<file path="src/rtl/seg_pkg.sv">
`default_nettype none
// ============================================================================
//  Module   : seg_pkg
//  Purpose  : Shared 7-segment definitions for the hex counter/scan display.
//             SEG_OFF   - glyph with every segment dark (active-high sense)
//             hex_to_seg - nibble to {g,f,e,d,c,b,a} glyph, full 0-F set
//  Revision : 1.0  initial release
// ============================================================================
package seg_pkg;

   localparam logic [6:0] SEG_OFF = 7'h00;

   function automatic logic [6:0] hex_to_seg(input logic [3:0] nibble);
      logic [6:0] w_glyph;
      case (nibble)
         4'h0:    w_glyph = 7'h3f;
         4'h1:    w_glyph = 7'h06;
         4'h2:    w_glyph = 7'h5b;
         4'h3:    w_glyph = 7'h4f;
         4'h4:    w_glyph = 7'h66;
         4'h5:    w_glyph = 7'h6d;
         4'h6:    w_glyph = 7'h7d;
         4'h7:    w_glyph = 7'h07;
         4'h8:    w_glyph = 7'h7f;
         4'h9:    w_glyph = 7'h6f;
         4'ha:    w_glyph = 7'h77;
         4'hb:    w_glyph = 7'h7c;
         4'hc:    w_glyph = 7'h39;
         4'hd:    w_glyph = 7'h5e;
         4'he:    w_glyph = 7'h79;
         default: w_glyph = 7'h71;
      endcase
      return w_glyph;
   endfunction

endpackage
`default_nettype wire

</file>
<file path="src/rtl/key_debounce.sv">
`default_nettype none
// ============================================================================
//  Module   : key_debounce
//  Purpose  : Synchronises and debounces one raw push-key (pressed = 0) and
//             emits a single-clock pulse on each accepted press.
//  Ports    : clk         system clock
//             rst_n       asynchronous active-low reset
//             key_raw     raw asynchronous key level
//             press_pulse 1-clk pulse on accepted 1->0 transition
//             key_level   accepted (debounced) key level, 1 = released
//  Revision : 1.0  initial release
// ============================================================================
module key_debounce #(
   parameter int DEB_CYCLES = 65535
) (
   input  logic clk,
   input  logic rst_n,
   input  logic key_raw,
   output logic press_pulse,
   output logic key_level
);

   localparam int                 c_CNT_W  = $clog2(DEB_CYCLES + 1);
   localparam logic [c_CNT_W-1:0] c_STABLE = c_CNT_W'(DEB_CYCLES - 1);

   logic [1:0]         r_sync;
   logic               r_sync_prev;
   logic [c_CNT_W-1:0] r_cnt;
   logic               r_level;
   logic               r_pulse;

   logic w_synced;
   logic w_changed;
   logic w_stable;

   assign w_synced  = r_sync[1];
   assign w_changed = w_synced ^ r_sync_prev;
   // r_cnt holds how many earlier consecutive cycles carried the current
   // synced level, so this cycle is sample number DEB_CYCLES when it equals
   // DEB_CYCLES-1 and no change is seen now.
   assign w_stable  = !w_changed && (r_cnt >= c_STABLE);

   always_ff @(posedge clk or negedge rst_n) begin
      if (!rst_n) begin
         r_sync      <= 2'b11;
         r_sync_prev <= 1'b1;
         r_cnt       <= '0;
         r_level     <= 1'b1;
         r_pulse     <= 1'b0;
      end else begin
         r_sync      <= {r_sync[0], key_raw};
         r_sync_prev <= w_synced;
         if (w_changed) begin
            r_cnt <= c_CNT_W'(1);
         end else if (r_cnt < c_STABLE) begin
            r_cnt <= r_cnt + c_CNT_W'(1);
         end
         // Pulse only on an accepted released->pressed change; r_level
         // updates on the same edge so the pulse cannot repeat.
         r_pulse <= w_stable && r_level && !w_synced;
         if (w_stable) begin
            r_level <= w_synced;
         end
      end
   end

   assign press_pulse = r_pulse;
   assign key_level   = r_level;

endmodule
`default_nettype wire

</file>
<file path="src/rtl/seg_hex_counter_scan.sv">
`default_nettype none
// ============================================================================
//  Module   : seg_hex_counter_scan
//  Purpose  : Key-driven hex up/down counter of DIGITS nibbles, scanned onto
//             a time-multiplexed common-segment 7-segment display.
//  Ports    : clk      system clock
//             rst_n    asynchronous active-low reset
//             key_inc  raw increment key, pressed = 0
//             key_dec  raw decrement key, pressed = 0
//             clr      synchronous clear of the count, active-high
//             seg_led  {dp,g,f,e,d,c,b,a}, dp always off
//             dig_sel  one-hot digit enable, bit 0 = least significant nibble
//             count_o  current count value
//  Revision : 1.0  initial release
// ============================================================================
module seg_hex_counter_scan
   import seg_pkg::*;
#(
   parameter int DIGITS      = 4,
   parameter int DEB_CYCLES  = 65535,
   parameter int SCAN_DIV    = 1000,
   parameter int SEG_ACT_LOW = 0,
   parameter int DIG_ACT_LOW = 0
) (
   input  logic                  clk,
   input  logic                  rst_n,
   input  logic                  key_inc,
   input  logic                  key_dec,
   input  logic                  clr,
   output logic [7:0]            seg_led,
   output logic [DIGITS-1:0]     dig_sel,
   output logic [4*DIGITS-1:0]   count_o
);

   localparam int c_CW    = 4 * DIGITS;
   localparam int c_IDX_W = (DIGITS > 1) ? $clog2(DIGITS) : 1;
   localparam int c_DIV_W = $clog2(SCAN_DIV);

   logic w_inc_pulse;
   logic w_dec_pulse;
   logic w_unused_levels_inc;
   logic w_unused_levels_dec;

   key_debounce #(.DEB_CYCLES(DEB_CYCLES)) u_inc (
      .clk         (clk),
      .rst_n       (rst_n),
      .key_raw     (key_inc),
      .press_pulse (w_inc_pulse),
      .key_level   (w_unused_levels_inc)
   );

   key_debounce #(.DEB_CYCLES(DEB_CYCLES)) u_dec (
      .clk         (clk),
      .rst_n       (rst_n),
      .key_raw     (key_dec),
      .press_pulse (w_dec_pulse),
      .key_level   (w_unused_levels_dec)
   );

   // ------------------------------------------------------------------------
   // Counter: modulo 16**DIGITS falls out of the register width.
   // ------------------------------------------------------------------------
   logic [c_CW-1:0] r_count;

   always_ff @(posedge clk or negedge rst_n) begin
      if (!rst_n) begin
         r_count <= '0;
      end else if (clr) begin
         r_count <= '0;
      end else if (w_inc_pulse && w_dec_pulse) begin
         r_count <= r_count;
      end else if (w_inc_pulse) begin
         r_count <= r_count + c_CW'(1);
      end else if (w_dec_pulse) begin
         r_count <= r_count - c_CW'(1);
      end
   end

   // ------------------------------------------------------------------------
   // Scan divider and digit index. r_idx names the digit that is loaded into
   // the output registers at the coming tick, so the first tick after reset
   // lights digit 0.
   // ------------------------------------------------------------------------
   logic [c_DIV_W-1:0] r_div;
   logic [c_IDX_W-1:0] r_idx;
   logic               w_tick;

   assign w_tick = (r_div == c_DIV_W'(SCAN_DIV - 1));

   always_ff @(posedge clk or negedge rst_n) begin
      if (!rst_n) begin
         r_div <= '0;
         r_idx <= '0;
      end else begin
         r_div <= w_tick ? '0 : r_div + c_DIV_W'(1);
         if (w_tick) begin
            r_idx <= (r_idx == c_IDX_W'(DIGITS - 1)) ? '0 : r_idx + c_IDX_W'(1);
         end
      end
   end

   // Nibble select and one-hot decode of the slot being loaded.
   logic [3:0]        w_nibble;
   logic [DIGITS-1:0] w_onehot;

   always_comb begin
      w_nibble = 4'h0;
      w_onehot = '0;
      for (int i = 0; i < DIGITS; i++) begin
         if (r_idx == c_IDX_W'(i)) begin
            w_nibble    = r_count[i*4 +: 4];
            w_onehot[i] = 1'b1;
         end
      end
   end

   // ------------------------------------------------------------------------
   // Output registers, held between ticks; kept in active-high sense and
   // inverted at the pins when the board needs it.
   // ------------------------------------------------------------------------
   logic [7:0]        r_seg;
   logic [DIGITS-1:0] r_dig;

   always_ff @(posedge clk or negedge rst_n) begin
      if (!rst_n) begin
         r_seg <= {1'b0, SEG_OFF};
         r_dig <= '0;
      end else if (w_tick) begin
         r_seg <= {1'b0, hex_to_seg(w_nibble)};
         r_dig <= w_onehot;
      end
   end

   assign seg_led = (SEG_ACT_LOW != 0) ? ~r_seg : r_seg;
   assign dig_sel = (DIG_ACT_LOW != 0) ? ~r_dig : r_dig;
   assign count_o = r_count;

endmodule
`default_nettype wire
</file>
<file path="config.mk">
export PLATFORM = sky130hd
export DESIGN_NAME = seg_hex_counter_scan
export DESIGN_NICKNAME = d
export VERILOG_FILES = /design/src/rtl/seg_pkg.sv /design/src/rtl/key_debounce.sv /design/src/rtl/seg_hex_counter_scan.sv
export SDC_FILE = /design/constraint.sdc
export NUM_CORES = 1
export LEC_CHECK = 0
export CORE_ASPECT_RATIO = 0.8
export CORE_MARGIN = 4
export CORE_UTILIZATION = 53
export CTS_CLUSTER_DIAMETER = 40
export DETAILED_ROUTE_END_ITERATION = 12
export PLACE_DENSITY = 0.76
export SLEW_MARGIN = 0
export SYNTH_ARGS = -nofsm -noshare
export SYNTH_HDL_FRONTEND = slang
export SYNTH_SLANG_ARGS = --single-unit
</file>
<file path="constraint.sdc">
create_clock -name clk -period 2.33 [get_ports clk]
set_input_delay 0.3495 -clock clk [delete_from_list [all_inputs] [get_ports clk]]
set_output_delay 0.3495 -clock clk [all_outputs]
set_load 0.01 [all_outputs]
</file>
==> metrics.txt, run 1 <==
# TYPE chip_impl_metric gauge
chip_impl_info{name="status",value="complete, but fails checks"} 1
chip_impl_info{name="violations",value="negative setup slack"} 1
chip_impl_metric{name="finish.net_count",unit=""} 589
chip_impl_metric{name="cts.path.max_buffers",unit=""} 2
chip_impl_metric{name="synthesis.instances",unit=""} 485
chip_impl_metric{name="crit_arrival",unit="ns"} 2.64
chip_impl_metric{name="grt.overflow.total",unit=""} 0
chip_impl_metric{name="die_x",unit="um"} 112.2
chip_impl_metric{name="max-vdd-ir-drop",unit="mV"} 0.5215
chip_impl_metric{name="routed_wire_length_per_instance",unit="um"} 15.21
chip_impl_metric{name="via_count_of_the_first_global_routing_pass",unit=""} 3635
chip_impl_metric{name="async_reset_ff_frac",unit=""} 1.000
chip_impl_metric{name="gp_congestion",unit=""} 0.9286
chip_impl_metric{name="worst_setup_hold_path_clk_slew",unit="ns"} 0.09
chip_impl_metric{name="ant_nets",unit=""} 0
chip_impl_metric{name="critPathMaxFanout",unit=""} 8
chip_impl_metric{name="place.port_buffers",unit=""} 31
chip_impl_metric{name="layout_min_cycle_time",unit="ns"} 2.402
chip_impl_metric{name="die_area",unit="um^2"} 10240
chip_impl_metric{name="fp.dieH",unit="um"} 91.32
chip_impl_metric{name="synth-edff-count",unit=""} 0
chip_impl_metric{name="n_antenna_cell",unit=""} 0
chip_impl_metric{name="timing.critical_path.required",unit="ns"} 2.57
chip_impl_metric{name="numCtsBuffers",unit=""} 9
chip_impl_metric{name="io_pins",unit=""} 33
chip_impl_metric{name="firstDrtPassIters",unit=""} 4
chip_impl_metric{name="synthesis.yosys.warnings",unit=""} 0
chip_impl_info{name="crit_chain",value="clkinvlp_4 -> buf_4 -> ha_4 -> a21oi_1 -> a21oi_2 -> o31ai_1 -> buf_4 -> a31oi_2 -> xor2_1 -> a22o_1"} 1
chip_impl_metric{name="report.final.slew_viol_count",unit=""} 0
chip_impl_metric{name="synth_nets",unit=""} 521
chip_impl_metric{name="final_layout_size_suffix_gt1_frac",unit=""} 0.1846
chip_impl_metric{name="grt_antenna_before_repair",unit=""} 0
chip_impl_metric{name="syn-cell-area",unit="um^2"} 4599
chip_impl_info{name="timing_worst_setup_path_type",value="reg2reg"} 1
chip_impl_metric{name="synthDominantCellAreaShare",unit=""} 0.3972
chip_impl_info{name="hold_path_class",value="in2async"} 1
chip_impl_metric{name="critical-path-max-stage-delay",unit="ns"} 0.39
chip_impl_metric{name="floorplan.initialDensity",unit=""} 0.5422
chip_impl_info{name="endpoint_kind",value="flip-flop"} 1
chip_impl_metric{name="insertion_delay",unit="ns"} 0.36
chip_impl_metric{name="synth-seq-area-share",unit=""} 0.4429
chip_impl_metric{name="cts_num_sinks",unit=""} 81
chip_impl_metric{name="max_freq",unit="GHz"} 0.4163
chip_impl_metric{name="layout_worst_path_cycle_share",unit=""} 1.031
chip_impl_metric{name="detail_route.iter0.violations",unit=""} 233
chip_impl_metric{name="route.detailed.drc",unit=""} 0
chip_impl_info{name="netlist_top_cells_count",value="73 x sky130_fd_sc_hd__dfrtp_1, 52 x sky130_fd_sc_hd__nand2_1, 50 x sky130_fd_sc_hd__nor2_1"} 1
chip_impl_metric{name="detailedPlacementHpwl",unit="um"} 7107
chip_impl_metric{name="post_cts_hold_buffer_count",unit=""} 0
chip_impl_metric{name="pnr_worst_setup_slack",unit="ns"} -0.07200
chip_impl_metric{name="area_growth_syn_to_layout",unit="%"} 22.63
chip_impl_info{name="netlist_top_cells_area",value="sky130_fd_sc_hd__dfrtp_1 40%, sky130_fd_sc_hd__ha_1 8.2%, sky130_fd_sc_hd__xor2_1 6.1%"} 1
chip_impl_metric{name="post_synth_num_cell_types",unit=""} 59
chip_impl_metric{name="via_count",unit=""} 3733
chip_impl_metric{name="core_area",unit="um^2"} 8483
chip_impl_metric{name="worst_slew_pin_slew",unit="ns"} 0.7386
chip_impl_metric{name="report.final.hold_viol_count",unit=""} 0
chip_impl_metric{name="setup_viol",unit=""} 3
chip_impl_metric{name="vias_per_cell",unit=""} 5.572
chip_impl_info{name="clock_tree.root_cell",value="sky130_fd_sc_hd__clkbuf_8"} 1
chip_impl_metric{name="cts-htree-levels",unit=""} 3
chip_impl_metric{name="worst-r2r-cell-count",unit=""} 10
chip_impl_metric{name="maxCapViolCount",unit=""} 0
chip_impl_info{name="synth-main-ff-cell",value="sky130_fd_sc_hd__dfrtp_1"} 1
chip_impl_metric{name="globalRouteTotalUtil",unit=""} 0.2000
chip_impl_metric{name="dp_slack",unit="ns"} -0.08841
chip_impl_info{name="tritoncts",value="yes"} 1
chip_impl_metric{name="postSynthRegisterBits",unit=""} 81
chip_impl_metric{name="totalNegativeSetupSlack",unit="ns"} -0.09221
chip_impl_metric{name="postSynthAreaPerCell",unit="um^2"} 9.483
chip_impl_metric{name="postRouteWirelength",unit="um"} 10190
chip_impl_metric{name="grt_max_degree",unit=""} 61
chip_impl_info{name="critPathLaunchType",value="flip-flop"} 1
chip_impl_metric{name="max_slew_margin",unit=""} 0.5076
chip_impl_info{name="rsz_0062_raised_after_global_routing",value="yes"} 1
chip_impl_metric{name="global_route_wire_length_before_repair",unit="um"} 16930
chip_impl_metric{name="p_leak",unit="nW"} 2.537
chip_impl_info{name="synth_largest_area_cell",value="sky130_fd_sc_hd__dfrtp_1"} 1
chip_impl_info{name="path_common_cell",value="sky130_fd_sc_hd__buf_4"} 1
chip_impl_metric{name="placement_rows",unit=""} 30
chip_impl_metric{name="finalClockSkew",unit="ns"} 0.01052
chip_impl_metric{name="p_total",unit="mW"} 2.543
chip_impl_metric{name="power_density",unit="nW/um^2"} 450.8
chip_impl_info{name="synth_most_common_cell",value="sky130_fd_sc_hd__dfrtp_1"} 1
chip_impl_info{name="timing.critical_path.slowest_stage_cell",value="sky130_fd_sc_hd__dfrtp_2"} 1
-- critical path: cells and delay by family, from the launching register on --
| kind | cells | cell delay [ns] |
|---|---|---|
| fa+ha+maj | 1 | 0.23 |
| flops | 1 | 0.39 |
| xor+xnor | 1 | 0.16 |
| buf+inv | 3 | 0.60 |
| compound gates | 5 | 0.91 |
-- timing repair --
item | in CTS | in global routing
setup endpoints to repair | 4 | 16
buffers inserted | 1 | 6
gates cloned | 0 | 0
gates resized for setup | 4 | 29
endpoints found under the hold margin | 0 | 0
pin swaps | 1 | 10
-- logic make-up after synthesis --
| logic type | after synthesis | share of synthesized area |
|---|---|---|
| mux | 5 | 0.01415 |
| simple gates | 192 | 0.2059 |
| other cells | 1 | 0.0008153 |
| flops | 81 | 0.4429 |
| xor+xnor | 49 | 0.09331 |
| buf+inv | 34 | 0.03046 |
| fa+ha+maj | 31 | 0.08596 |
| compound gates | 92 | 0.1265 |
-- cells in the final DEF, fill, tap and decap left out, types with 3 or more instances in the layout --
master,instances
sky130_fd_sc_hd__a211oi_1,3
sky130_fd_sc_hd__a21o_1,8
sky130_fd_sc_hd__a21oi_1,30
sky130_fd_sc_hd__a221oi_2,3
sky130_fd_sc_hd__a22o_1,4
sky130_fd_sc_hd__a31oi_1,4
sky130_fd_sc_hd__and2_1,3
sky130_fd_sc_hd__and3_1,7
sky130_fd_sc_hd__buf_4,39
sky130_fd_sc_hd__buf_6,4
sky130_fd_sc_hd__clkbuf_8,9
sky130_fd_sc_hd__clkdlybuf4s50_1,30
sky130_fd_sc_hd__clkinvlp_4,4
sky130_fd_sc_hd__dfrtp_1,71
sky130_fd_sc_hd__dfstp_2,8
sky130_fd_sc_hd__ha_1,21
sky130_fd_sc_hd__ha_2,3
sky130_fd_sc_hd__ha_4,6
sky130_fd_sc_hd__inv_1,13
sky130_fd_sc_hd__inv_2,4
sky130_fd_sc_hd__nand2_1,52
sky130_fd_sc_hd__nand3_1,24
sky130_fd_sc_hd__nand4_1,14
sky130_fd_sc_hd__nor2_1,50
sky130_fd_sc_hd__nor2b_1,4
sky130_fd_sc_hd__nor3_1,4
sky130_fd_sc_hd__nor3b_1,3
sky130_fd_sc_hd__nor4_1,6
sky130_fd_sc_hd__o21ai_0,13
sky130_fd_sc_hd__o21ai_1,5
sky130_fd_sc_hd__o21bai_1,4
sky130_fd_sc_hd__or3_1,4
sky130_fd_sc_hd__or4_1,3
sky130_fd_sc_hd__xnor2_1,17
sky130_fd_sc_hd__xor2_1,32
-- where the power goes --
part	switching, mW	internal [mW]	total (mW)	leakage (nW)
Sequential	0.0416	1.44	1.48	1.08
Clock	0.519	0.393	0.912	0.0762
Combinational	0.0983	0.0517	0.150	1.38
Total	0.659	1.88	2.54	2.54
-- layout make-up --
| cell class | instances | area (um^2) |
|---|---|---|
| Fill cell | 681 | 2843 |
| Multi-Input combinational cell | 370 | 2580 |
| Sequential cell | 81 | 2039 |
| Timing Repair Buffer | 73 | 638.1 |
| Tap cell | 112 | 140.1 |
| Clock buffer | 11 | 131.4 |
| Inverter | 18 | 71.32 |
| Clock inverter | 5 | 40.04 |
-- layer usage --
layer  track usage  share of wire  vias to the layer above
li1              -              -                     1846
met5             0              0                        -
met2        0.3155           0.49                       67
met1        0.2668           0.45                     1808
met3       0.05197          0.042                       12
met4       0.07207          0.010                        0
-- worst paths after layout --
| path | startpoint | endpoint | slack (ns) |
|---|---|---|---|
| max | u_inc.press_pulse$_DFF_PN0_ | count_o[13]$_DFFE_PN0P_ | -0.07 |
| max in group asynchronous | rst_n | r_idx[0]$_DFFE_PN0N_ | 1.59 |
| min reg2reg | u_inc.r_sync[0]$_DFF_PN1_ | u_inc.r_sync[1]$_DFF_PN1_ | 0.36 |
| min | rst_n | r_div[5]$_DFF_PN0_ | 0.06 |
| min in group clk | u_inc.r_sync[0]$_DFF_PN1_ | u_inc.r_sync[1]$_DFF_PN1_ | 0.36 |
| max reg2reg | u_inc.press_pulse$_DFF_PN0_ | count_o[13]$_DFFE_PN0P_ | -0.07 |
-- registers in the layout (all words and copies together) (netlist names), 2 cells and up --
name and flops:
u_dec.r_cnt 16, u_dec.r_sync 2, u_inc.r_sync 2, r_idx 2, u_inc.r_cnt 16, seg_led 7
r_div 10, count_o 16, dig_sel 4
-- stage by stage --
| stage | cell area (um^2) | instances | hold slack (ns) | util |
|---|---|---|---|---|
| after floorplan | 4648 | 485 | 0.05391 | - |
| after detailed placement | 5276 | 647 | 0.3484 | 0.6220 |
| final | 5640 | 670 | 0.05858 | 0.6649 |
| after global routing | 5640 | 670 | 0.1172 | 0.6649 |
| after CTS | 5477 | 664 | 0.07093 | 0.6456 |
| after global placement | 5276 | 647 | 0.3476 | 0.6220 |
No activity file was read; power rests on OpenSTA's default activity.
==> run 2, diff against run 1 <==
CAP_MARGIN = 15   (was not set)
==> results of run 2 <==
Same layout as run 1: the final DEF is identical, and so are final timing and power.
==> run 3, diff against run 2 <==
CORE_UTILIZATION = 50   (was 53)
PLACE_DENSITY = 0.72   (was 0.76)
==> metrics.txt, run 3 (synthesized netlist as in run 1, its figures left out) <==
# TYPE chip_impl_metric gauge
chip_impl_metric{name="firstDrtPassIters",unit=""} 4
chip_impl_metric{name="max_freq",unit="GHz"} 0.4283
chip_impl_metric{name="p_int",unit="mW"} 2.378
chip_impl_metric{name="setup_viol",unit=""} 1
chip_impl_info{name="rsz_0062_raised_after_global_routing",value="yes"} 1
chip_impl_info{name="hold_path_class",value="in2async"} 1
chip_impl_metric{name="n_antenna_cell",unit=""} 0
chip_impl_metric{name="die_area",unit="um^2"} 10810
chip_impl_info{name="crit_path_start",value="r_idx[1]$_DFFE_PN0N_"} 1
chip_impl_metric{name="place.detailed.instances",unit=""} 649
chip_impl_metric{name="ant_nets",unit=""} 0
chip_impl_metric{name="via_count",unit=""} 3776
chip_impl_metric{name="floorplan.initialDensity",unit=""} 0.5111
chip_impl_metric{name="report.final.slew_viol_count",unit=""} 0
chip_impl_metric{name="net_switching_power_of_the_design",unit="mW"} 0.6761
chip_impl_metric{name="report.final.hold_viol_count",unit=""} 0
chip_impl_metric{name="detail_route.iter0.violations",unit=""} 258
chip_impl_metric{name="final_layout_size_suffix_gt1_frac",unit=""} 0.1964
chip_impl_metric{name="grt_antenna_before_repair",unit=""} 0
chip_impl_metric{name="via_count_of_the_first_global_routing_pass",unit=""} 3646
chip_impl_metric{name="global_route_wire_length_before_repair",unit="um"} 16880
chip_impl_metric{name="placement_rows",unit=""} 31
chip_impl_metric{name="max_slew_margin",unit=""} 0.6437
chip_impl_info{name="layout_common_cells",value="71 x sky130_fd_sc_hd__dfrtp_1, 52 x sky130_fd_sc_hd__nand2_1, 50 x sky130_fd_sc_hd__nor2_1, 39 x sky130_fd_sc_hd__buf_4, 32 x sky130_fd_sc_hd__xor2_1"} 1
chip_impl_info{name="endpoint_kind",value="flip-flop"} 1
chip_impl_metric{name="max-vdd-ir-drop",unit="mV"} 0.5162
chip_impl_metric{name="layout_min_cycle_time",unit="ns"} 2.335
chip_impl_info{name="timing_worst_setup_path_type",value="reg2reg"} 1
chip_impl_metric{name="io_pins",unit=""} 33
chip_impl_metric{name="core_area",unit="um^2"} 8999
chip_impl_info{name="status",value="complete, but fails checks"} 1
chip_impl_metric{name="worst-r2r-cell-count",unit=""} 10
chip_impl_metric{name="area_growth_syn_to_layout",unit="%"} 26.80
chip_impl_info{name="layout.cells.most_common",value="sky130_fd_sc_hd__dfrtp_1"} 1
chip_impl_metric{name="worst_setup_hold_path_clk_slew",unit="ns"} 0.06
chip_impl_metric{name="grt_max_degree",unit=""} 43
chip_impl_metric{name="stdcell_area",unit="um^2"} 5832
chip_impl_metric{name="route.detailed.drc",unit=""} 0
chip_impl_metric{name="place.port_buffers",unit=""} 31
chip_impl_metric{name="cts.path.max_buffers",unit=""} 2
chip_impl_metric{name="netSwitchingFraction",unit=""} 0.2213
chip_impl_metric{name="critPathMaxFanout",unit=""} 7
chip_impl_metric{name="seq_power_share",unit=""} 0.485
chip_impl_metric{name="maxCapViolCount",unit=""} 0
chip_impl_metric{name="clock_power_share",unit=""} 0.465
chip_impl_metric{name="crit_arrival",unit="ns"} 2.60
chip_impl_metric{name="cts_num_sinks",unit=""} 81
chip_impl_metric{name="p_leak",unit="nW"} 2.633
chip_impl_metric{name="timing.critical_path.required",unit="ns"} 2.59
chip_impl_metric{name="pnr_worst_setup_slack",unit="ns"} -0.005021
chip_impl_metric{name="combinational_share_of_power",unit=""} 0.050
chip_impl_metric{name="insertion_delay",unit="ns"} 0.33
chip_impl_metric{name="routed_wire_length_per_instance",unit="um"} 15.16
chip_impl_metric{name="r2r_setup_slack",unit="ns"} -0.005
chip_impl_info{name="clock_tree.root_cell",value="sky130_fd_sc_hd__clkbuf_16"} 1
chip_impl_metric{name="die_x",unit="um"} 115.2
chip_impl_metric{name="numCtsBuffers",unit=""} 9
chip_impl_metric{name="grt.overflow.total",unit=""} 0
chip_impl_metric{name="fp.dieH",unit="um"} 93.79
chip_impl_metric{name="gp_congestion",unit=""} 0.9095
chip_impl_info{name="violations",value="negative setup slack"} 1
chip_impl_metric{name="finish.net_count",unit=""} 591
chip_impl_metric{name="detailedPlacementHpwl",unit="um"} 7200
chip_impl_metric{name="layout_worst_path_cycle_share",unit=""} 1.002
chip_impl_metric{name="hold_ws",unit="ns"} 0.003497
chip_impl_metric{name="placed_area",unit="um^2"} 5285
chip_impl_info{name="r2r-start",value="r_idx[1]$_DFFE_PN0N_"} 1
chip_impl_metric{name="power_density",unit="nW/um^2"} 523.8
chip_impl_metric{name="finalClockSkew",unit="ns"} 0.005357
chip_impl_info{name="critPathLaunchType",value="flip-flop"} 1
chip_impl_metric{name="postRouteWirelength",unit="um"} 10230
chip_impl_metric{name="vias_per_cell",unit=""} 5.594
chip_impl_info{name="tritoncts",value="yes"} 1
chip_impl_metric{name="layoutNonFillerInstCount",unit=""} 675
chip_impl_metric{name="worst_slew_pin_slew",unit="ns"} 0.5210
chip_impl_metric{name="globalRouteTotalUtil",unit=""} 0.1941
chip_impl_info{name="capture_instance_of_the_worst_register_to_register_path",value="seg_led[3]$_DFFE_PN0N_"} 1
chip_impl_metric{name="fin_util",unit=""} 0.6481
chip_impl_metric{name="cts-htree-levels",unit=""} 3
## run 3: final cells by class
| cell class | instances | area (um^2) |
|---|---|---|
| fill | 748 | 3167 |
| multi-input combinational | 370 | 2587 |
| sequential | 81 | 2039 |
| timing repair buffer | 74 | 675.6 |
| clock buffer | 11 | 252.7 |
| tap | 115 | 143.9 |
| inverter | 18 | 71.32 |
| clock inverter | 5 | 53.80 |
| timing repair inverter | 1 | 7.507 |
## run 3: power by group through the flow
stage	clock network [mW]	logic [mW]	registers, mW
final	1.42	0.153	1.48
after global routing	1.53	0.177	1.49
after CTS	1.46	0.156	1.48
after detailed placement	0	0.156	1.51
after global placement	0	0.151	1.50
after floorplan	0	0.0926	1.50
## run 3: timing repair
action | 4_1_cts | 5_1_grt
setup endpoints to repair | 6 | 13
endpoints found under the hold margin | 0 | 0
gates resized for setup | 4 | 33
gates cloned | 1 | 0
pin swaps | 1 | 9
setup buffers | 1 | 8
hold buffers | 0 | 0
## run 3: metal layers
metal,GRT usage,up-vias,part of all wire
met1,0.2600,1811,0.46
li1,-,1854,-
met5,0,-,0
met3,0.04829,18,0.048
met2,0.3179,93,0.48
met4,0.04497,0,0.016
## run 3: stage by stage
step | setup slack (ns) | power (mW) | TNS (ns)
2_1_floorplan | -0.03530 | 1.590 | -0.08574
3_5_place_dp | -0.07694 | 1.661 | -0.1518
6_report | -0.005021 | 3.055 | -0.005021
4_1_cts | -0.008763 | 3.101 | -0.008763
3_3_place_gp | 0.01660 | 1.656 | 0
5_1_grt | -0.08856 | 3.193 | -0.3810
## run 3: how the worst max path moves through the flow
stage	depth (start not counted)	endpoint
5_1_grt	10	seg_led[3]$_DFFE_PN0N_
4_1_cts	10	seg_led[3]$_DFFE_PN0N_
2_1_floorplan	8	count_o[14]$_DFFE_PN0P_
6_report	10	seg_led[3]$_DFFE_PN0N_
3_3_place_gp	10	count_o[15]$_DFFE_PN0P_
3_5_place_dp	10	seg_led[3]$_DFFE_PN0N_
## run 3: worst max-delay path, cell delays in order, from the launching register on
cell	delay, ns
sky130_fd_sc_hd__dfrtp_1	0.38
sky130_fd_sc_hd__inv_2	0.09
sky130_fd_sc_hd__ha_4	0.20
sky130_fd_sc_hd__nor2b_1	0.08
sky130_fd_sc_hd__a221oi_2	0.28
sky130_fd_sc_hd__o31a_1	0.24
sky130_fd_sc_hd__inv_2	0.07
sky130_fd_sc_hd__ha_1	0.30
sky130_fd_sc_hd__inv_1	0.04
sky130_fd_sc_hd__mux4_2	0.46
sky130_fd_sc_hd__o21ai_2	0.11
